<file path="config.mk">
export PLATFORM = sky130hd
export DESIGN_NAME = radix4_frame_buffer
export DESIGN_NICKNAME = d
export VERILOG_FILES = /design/src/rtl/radix4_frame_buffer.sv
export SDC_FILE = /design/constraint.sdc
export NUM_CORES = 2
export LEC_CHECK = 0
export BUFFER_PORTS_ARGS = -buffer_cell sky130_fd_sc_hd__buf_4
export CORE_MARGIN = 3
export CORE_UTILIZATION = 62
export CTS_CLUSTER_SIZE = 10
export DETAILED_ROUTE_END_ITERATION = 8
export PLACE_DENSITY = 0.89
export SLEW_MARGIN = 20
export SYNTH_ARGS = -nofsm -noshare
export SYNTH_HDL_FRONTEND = slang
export SYNTH_SLANG_ARGS = --single-unit
</file>
<file path="constraint.sdc">
create_clock -name clock -period 82.4 [get_ports clock]
set_input_delay 16.48 -clock clock [delete_from_list [all_inputs] [get_ports clock]]
set_output_delay 16.48 -clock clock [all_outputs]
set_load 0.01 [all_outputs]
</file>
<file path="src/rtl/radix4_frame_buffer.sv">
// Double-banked frame buffer: accepts LANES-wide beats and emits each complete
// frame as a lane-major serial stream while the other bank keeps filling.
module radix4_frame_buffer #(
  parameter int WIDTH = 32,
  parameter int LANES = 4,
  parameter int SEG   = 4
) (
  input  logic                   clock,
  input  logic                   reset,
  input  logic                   clear,
  input  logic                   in_valid,
  output logic                   in_ready,
  input  logic [LANES*WIDTH-1:0] in_real,
  input  logic [LANES*WIDTH-1:0] in_imag,
  output logic                   out_valid,
  input  logic                   out_ready,
  output logic [WIDTH-1:0]       out_real,
  output logic [WIDTH-1:0]       out_imag,
  output logic                   out_first,
  output logic                   out_last,
  output logic [1:0]             frames_pending
);

  localparam int N   = LANES * SEG;
  localparam int WCW = (SEG > 1) ? $clog2(SEG) : 1;
  localparam int RCW = $clog2(N);
  localparam int LW  = $clog2(LANES);

  typedef enum logic [1:0] {
    EMPTY   = 2'd0,
    FILLING = 2'd1,
    FULL    = 2'd2
  } bank_state_t;

  bank_state_t r_state [2];
  bank_state_t w_state_nxt [2];

  logic             r_wb;
  logic             r_rb;
  logic [WCW-1:0]   r_wcnt;
  logic [RCW-1:0]   r_rcnt;
  logic [1:0]       r_frames_pending;
  logic [WIDTH-1:0] r_mem_re [2][SEG][LANES];
  logic [WIDTH-1:0] r_mem_im [2][SEG][LANES];

  logic             w_wr_fire;
  logic             w_rd_fire;
  logic             w_wr_last;
  logic             w_rd_last;
  logic [WCW-1:0]   w_rd_beat;
  logic [LW-1:0]    w_rd_lane;
  logic [1:0]       w_pend_nxt;

  assign w_wr_fire = in_valid && in_ready;
  assign w_rd_fire = out_valid && out_ready;
  assign w_wr_last = (r_wcnt == WCW'(SEG - 1));
  assign w_rd_last = (r_rcnt == RCW'(N - 1));
  // Lane-major read order: the low part of rcnt walks beats, the high part lanes.
  assign w_rd_beat = WCW'(r_rcnt % RCW'(SEG));
  assign w_rd_lane = LW'(r_rcnt / RCW'(SEG));

  // Bank state register
  always_ff @(posedge clock or posedge reset) begin
    if (reset) begin
      r_state[0] <= EMPTY;
      r_state[1] <= EMPTY;
    end else begin
      r_state[0] <= w_state_nxt[0];
      r_state[1] <= w_state_nxt[1];
    end
  end

  // Bank next-state logic; a bank cannot be written and finally read in one
  // cycle because writes need a non-FULL bank and reads need a FULL one.
  always_comb begin
    w_state_nxt[0] = r_state[0];
    w_state_nxt[1] = r_state[1];
    if (clear) begin
      w_state_nxt[0] = EMPTY;
      w_state_nxt[1] = EMPTY;
    end else begin
      if (w_wr_fire) begin
        w_state_nxt[r_wb] = w_wr_last ? FULL : FILLING;
      end else begin
        w_state_nxt[r_wb] = w_state_nxt[r_wb];
      end
      if (w_rd_fire && w_rd_last) begin
        w_state_nxt[r_rb] = EMPTY;
      end else begin
        w_state_nxt[r_rb] = w_state_nxt[r_rb];
      end
    end
  end

  // Output decode from registered state and storage
  always_comb begin
    in_ready  = (r_state[r_wb] != FULL);
    out_valid = (r_state[r_rb] == FULL);
    out_first = out_valid && (r_rcnt == RCW'(0));
    out_last  = out_valid && w_rd_last;
    if (out_valid) begin
      out_real = r_mem_re[r_rb][w_rd_beat][w_rd_lane];
      out_imag = r_mem_im[r_rb][w_rd_beat][w_rd_lane];
    end else begin
      out_real = '0;
      out_imag = '0;
    end
    frames_pending = r_frames_pending;
  end

  assign w_pend_nxt = 2'(w_state_nxt[0] == FULL) + 2'(w_state_nxt[1] == FULL);

  // Write/read pointers, counters and pending-frame count
  always_ff @(posedge clock or posedge reset) begin
    if (reset) begin
      r_wb             <= 1'b0;
      r_rb             <= 1'b0;
      r_wcnt           <= '0;
      r_rcnt           <= '0;
      r_frames_pending <= 2'd0;
    end else if (clear) begin
      r_wb             <= 1'b0;
      r_rb             <= 1'b0;
      r_wcnt           <= '0;
      r_rcnt           <= '0;
      r_frames_pending <= 2'd0;
    end else begin
      r_frames_pending <= w_pend_nxt;
      if (w_wr_fire) begin
        r_wcnt <= w_wr_last ? WCW'(0) : r_wcnt + WCW'(1);
        r_wb   <= w_wr_last ? ~r_wb : r_wb;
      end
      if (w_rd_fire) begin
        r_rcnt <= w_rd_last ? RCW'(0) : r_rcnt + RCW'(1);
        r_rb   <= w_rd_last ? ~r_rb : r_rb;
      end
    end
  end

  // Sample storage
  always_ff @(posedge clock or posedge reset) begin
    if (reset) begin
      for (int b = 0; b < 2; b++) begin
        for (int s = 0; s < SEG; s++) begin
          for (int l = 0; l < LANES; l++) begin
            r_mem_re[b][s][l] <= '0;
            r_mem_im[b][s][l] <= '0;
          end
        end
      end
    end else if (w_wr_fire && !clear) begin
      for (int l = 0; l < LANES; l++) begin
        r_mem_re[r_wb][r_wcnt][l] <= in_real[l*WIDTH +: WIDTH];
        r_mem_im[r_wb][r_wcnt][l] <= in_imag[l*WIDTH +: WIDTH];
      end
    end
  end

endmodule

</file>
==> out/summary.md <==
The flow ran to the end, and the final reports show no timing, DRC or antenna violations. The run gives 331 as the top-level port count. The detailed router finished its first iteration with 4251 violations. The class of the most critical hold timing path was flop to flop. Counting cells, the worst reg-to-reg path comes to 6.

The via count of the first global-routing pass was 57.3k; the maximum fanout along the worst path was 41. The final HPWL from detailed placement came out at 141 mm. The maximum number of pins on one net before global-route repair is 193, and the routability congestion estimate is 0.817. For the worst-skew pair, the clock arrives at the later sink with an insertion delay of 0.87 ns.

In this run the number of H-tree levels came out at 4. Detailed routing inserted a total of 52.9k vias. The tools report the DRC violation count after routing as 0. The run gives 0 as the number of maximum-capacitance violations. The source of the worst hold timing path is r_mem_im[934]$_DFFE_PP0P_. The area share of the leading cell type in the synthesized netlist is 55.8%.

For this run, the share of the core covered by cells in the final layout is 69.4%. Via count normalized by instance count: 6.78. Of all flip-flops after synthesis, the portion carrying an async set or reset was 100%. Setup slack on the worst reg-to-reg path comes out at 78.27 ns. The net count of the finished layout is 6067.

The floorplan step defined a core boundary enclosing 148000 sq um. In this run the deepest clock path goes through 3 buffers. The total overflow reported by the global router is 0. The most critical setup path has its startpoint at r_rcnt[1]$_DFFE_PP0P_.

Headroom to the max-slew limit came out at 15.4%. The residual antenna-violating net count after detailed routing came out at 0. At the placement stage, the worst setup path has a slack of 59.65 ns. Setup repair after global routing left no endpoint under its margin.

Setup slack after layout: 60.66 ns. Global routing used 31.1% of the available tracks. The run gives 8992 as the total of fill cells in the finished design. Dividing the detail-routed wire length by the instance count gives 30.1 um. The tools report the overall routed net length as 235 mm. The critical setup path kind is flop to primary output.

The die covers 154000 sq um. Area growth from synthesis to layout: 11.1%. For this configuration, the core starts out at a cell density of 62.5%.

The internal power consumption was 1880 uW. TritonCTS built the clock tree. Across the VDD grid, the largest voltage drop is 0.0183 mV.

The post-synthesis average cell area works out to 16.7 sq um. For the leakage power summed over all cells, the log shows 0.0485 uW. The startpoint identified for the worst register-to-register timing path is r_state[0]$_DFF_PP0_. Hold repair after CTS inserted 0 buffers. The cell taking the most area after synthesis was dfrtp_1.

The number of clock buffers added by TritonCTS is 226. From bottom edge to top edge, the die measures 392 um. Clock sink count: 2062. Among all flip-flop cells after synthesis, the most frequent one is dfrtp_1. By area the synthesized netlist is led by dfrtp_1, mux2_2, mux4_2. In this run the critical register-to-register path is captured at r_mem_im[361]$_DFFE_PP0P_. The run gives 0.484 ns as the worst hold slack.

After floorplanning, the core was divided into 141 placement rows. The worst endpoint data arrival time came out at 5.26 ns. The synthesized design contains 0 enable-type register cells.

Combinational logic burns 14.1% of the power. The logs give 601 uW for the switching component of the power and 0 for the quantity of gates resized following cts. The tools report the element type at the critical path start as a flop.

The library cell used most frequently in the layout, excluding fill and tap cells, is dfrtp_1. The tools report the final number of max-transition violations as 0. Setup violations remaining at the end of the flow were counted as 0.

Post-CTS timing repair inserted 0 buffers for setup. The number of nets in the synthesized netlist was 5807. Subtracting the final worst setup slack from the clock period gives 21.74 ns.

Total power divided by cell area: 24.1 nW/um^2. Clock root buffer: clkbuf_16. The run gives 74 as the initial antenna violation count. The first global-routing pass estimated 359 mm of wire. In the finished design, the share of the clock period the worst path needs comes to 26.4%. Input and output buffers added on the ports amount to 330.

Of the total power, the share spent switching nets is 24.3%. The count of endpoints failing hold in the final timing report is 0, and the clock share of power is 35.5%. The tools report the detailed-routing iteration count for the pre-antenna-repair pass as 5.

Data on the critical path is required at its endpoint by 65.92 ns. The library cells used most frequently in the layout, excluding fill and tap cells, are dfrtp_1, mux2_2, mux4_2. The netlist uses 53 different library cells.

Actual slew at the worst max-slew pin: 1.27 ns. The layout cell share with drive strength beyond 1 came out at 53.1%. Sequential elements use 55.8% of the synthesized area. Yosys printed 0 warnings.

In this run the horizontal extent of the chip is 392 um. Clock-pin slew was measured on the worst setup and hold paths at 0.05 ns. Between clock sinks in the finished design, the worst skew comes to 0.0484 ns.

For the total standard cell area after synthesis, the log shows 92400 sq um. STA classifies the critical path endpoint as a primary output. For the cell count after synthesis, the log shows 5538. Sequential cells account for 50.4% of the total power. For this run, the top clock speed supported by timing is 0.0460 GHz. Synthesis-stage register bit count: 2062. The tools report the setup TNS as 0 ns.

The capturing element of the worst setup path is out_real[30].
[metal layers]
layer | part of all wire (%) | routed length (um) | global-route usage [%]
met4 | 2.8 | 6490 | 10.9
met5 | 0.13 | 305 | 0
met2 | 47 | 111000 | 47.7
met1 | 41 | 95800 | 42.5
met3 | 9.0 | 21100 | 9.87
[power by group through the flow]
stage	sequential (uW)	clock, uW	combinational (uW)
detailed placement	1260	0	345
floorplan	1240	0	271
global placement	1240	0	328
global route	1260	932	377
CTS	1240	889	351
finish	1250	878	350
[Yosys cell counts, types with 2 or more instances]
cell / number
o31ai_1: 10
mux2_2: 1850
buf_4: 24
o21ai_0: 4
buf_2: 277
dfrtp_1: 2062
a21o_1: 39
a221o_1: 12
mux2_1: 204
a21oi_1: 6
xnor2_1: 3
o21ai_1: 13
o211ai_2: 2
mux2i_1: 116
and4_1: 2
and2_1: 5
clkbuf_1: 67
inv_1: 6
and3_1: 2
ha_1: 8
nor2_1: 12
nand2_1: 103
nand3_1: 5
nand2b_1: 3
buf_6: 8
a211o_1: 4
o22ai_1: 71
buf_1: 16
nor2b_1: 6
inv_2: 2
o211ai_1: 6
nand3b_1: 3
mux4_2: 547
a22o_1: 21
[through the flow]
stage / instances / total power (uW) / instance area [sq um]
2_1_floorplan: 5538 / 1510 / 92400
3_3_place_gp: 7496 / 1570 / 96300
3_5_place_dp: 7496 / 1600 / 96300
4_1_cts: 7749 / 2480 / 102000
5_1_grt: 7776 / 2570 / 103000
6_report: 7802 / 2480 / 103000
[worst min-delay path by stage]
stage	cells past startpoint	slack (ns)	endpoint
floorplan	1	0.45	r_mem_im[1000]$_DFFE_PP0P_
global placement	1	0.46	r_mem_im[961]$_DFFE_PP0P_
detailed placement	1	0.47	r_mem_re[954]$_DFFE_PP0P_
CTS	1	0.49	r_mem_im[984]$_DFFE_PP0P_
global route	1	0.50	r_mem_im[907]$_DFFE_PP0P_
finish	1	0.48	r_mem_im[934]$_DFFE_PP0P_
[cell type report]
type                            count  area (sq um)  area share (%)
Timing Repair Buffer              425          3410            3.33
Tap cell                         1930          2410            2.35
Clock buffer                      235          5720            5.57
Inverter                            9          51.3          0.0500
Antenna cell                       49           123           0.119
Clock inverter                     18           397           0.386
Sequential cell                  2062         51600            50.3
Multi-Input combinational cell   3074         38900            37.9
[sequential cells by signal, summed over array words and instances, names as in the netlist]
signal	flops
frames_pending	2
r_mem_im	1024
r_rb	1
r_wb	1
r_wcnt	2
r_mem_re	1024
r_rcnt	4
r_state	4
[cells by family (layout without fill, tap and decap cells)]
kind of cell	after synthesis	in the layout	share of synthesized area [%]
and+or+nand+nor	148	148	0.715
adders and majority gates	8	8	0.108
muxes	2717	2717	39.6
other	0	49	0
DFF	2062	2062	55.8
xor gates and xnor gates	3	3	0.0284
AOI/OAI and AO/OA	198	198	1.54
buffers and inverters	402	687	2.17
[worst max-delay path, cell delays in order, from the launching register on]
cell and delay, ns:
dfrtp_4 0.95, clkinv_2 0.81, buf_4 0.56, nand2_1 0.72
o22ai_1 0.14, o31ai_1 0.96, buf_4 0.27
(Power assumes the default switching activity.)
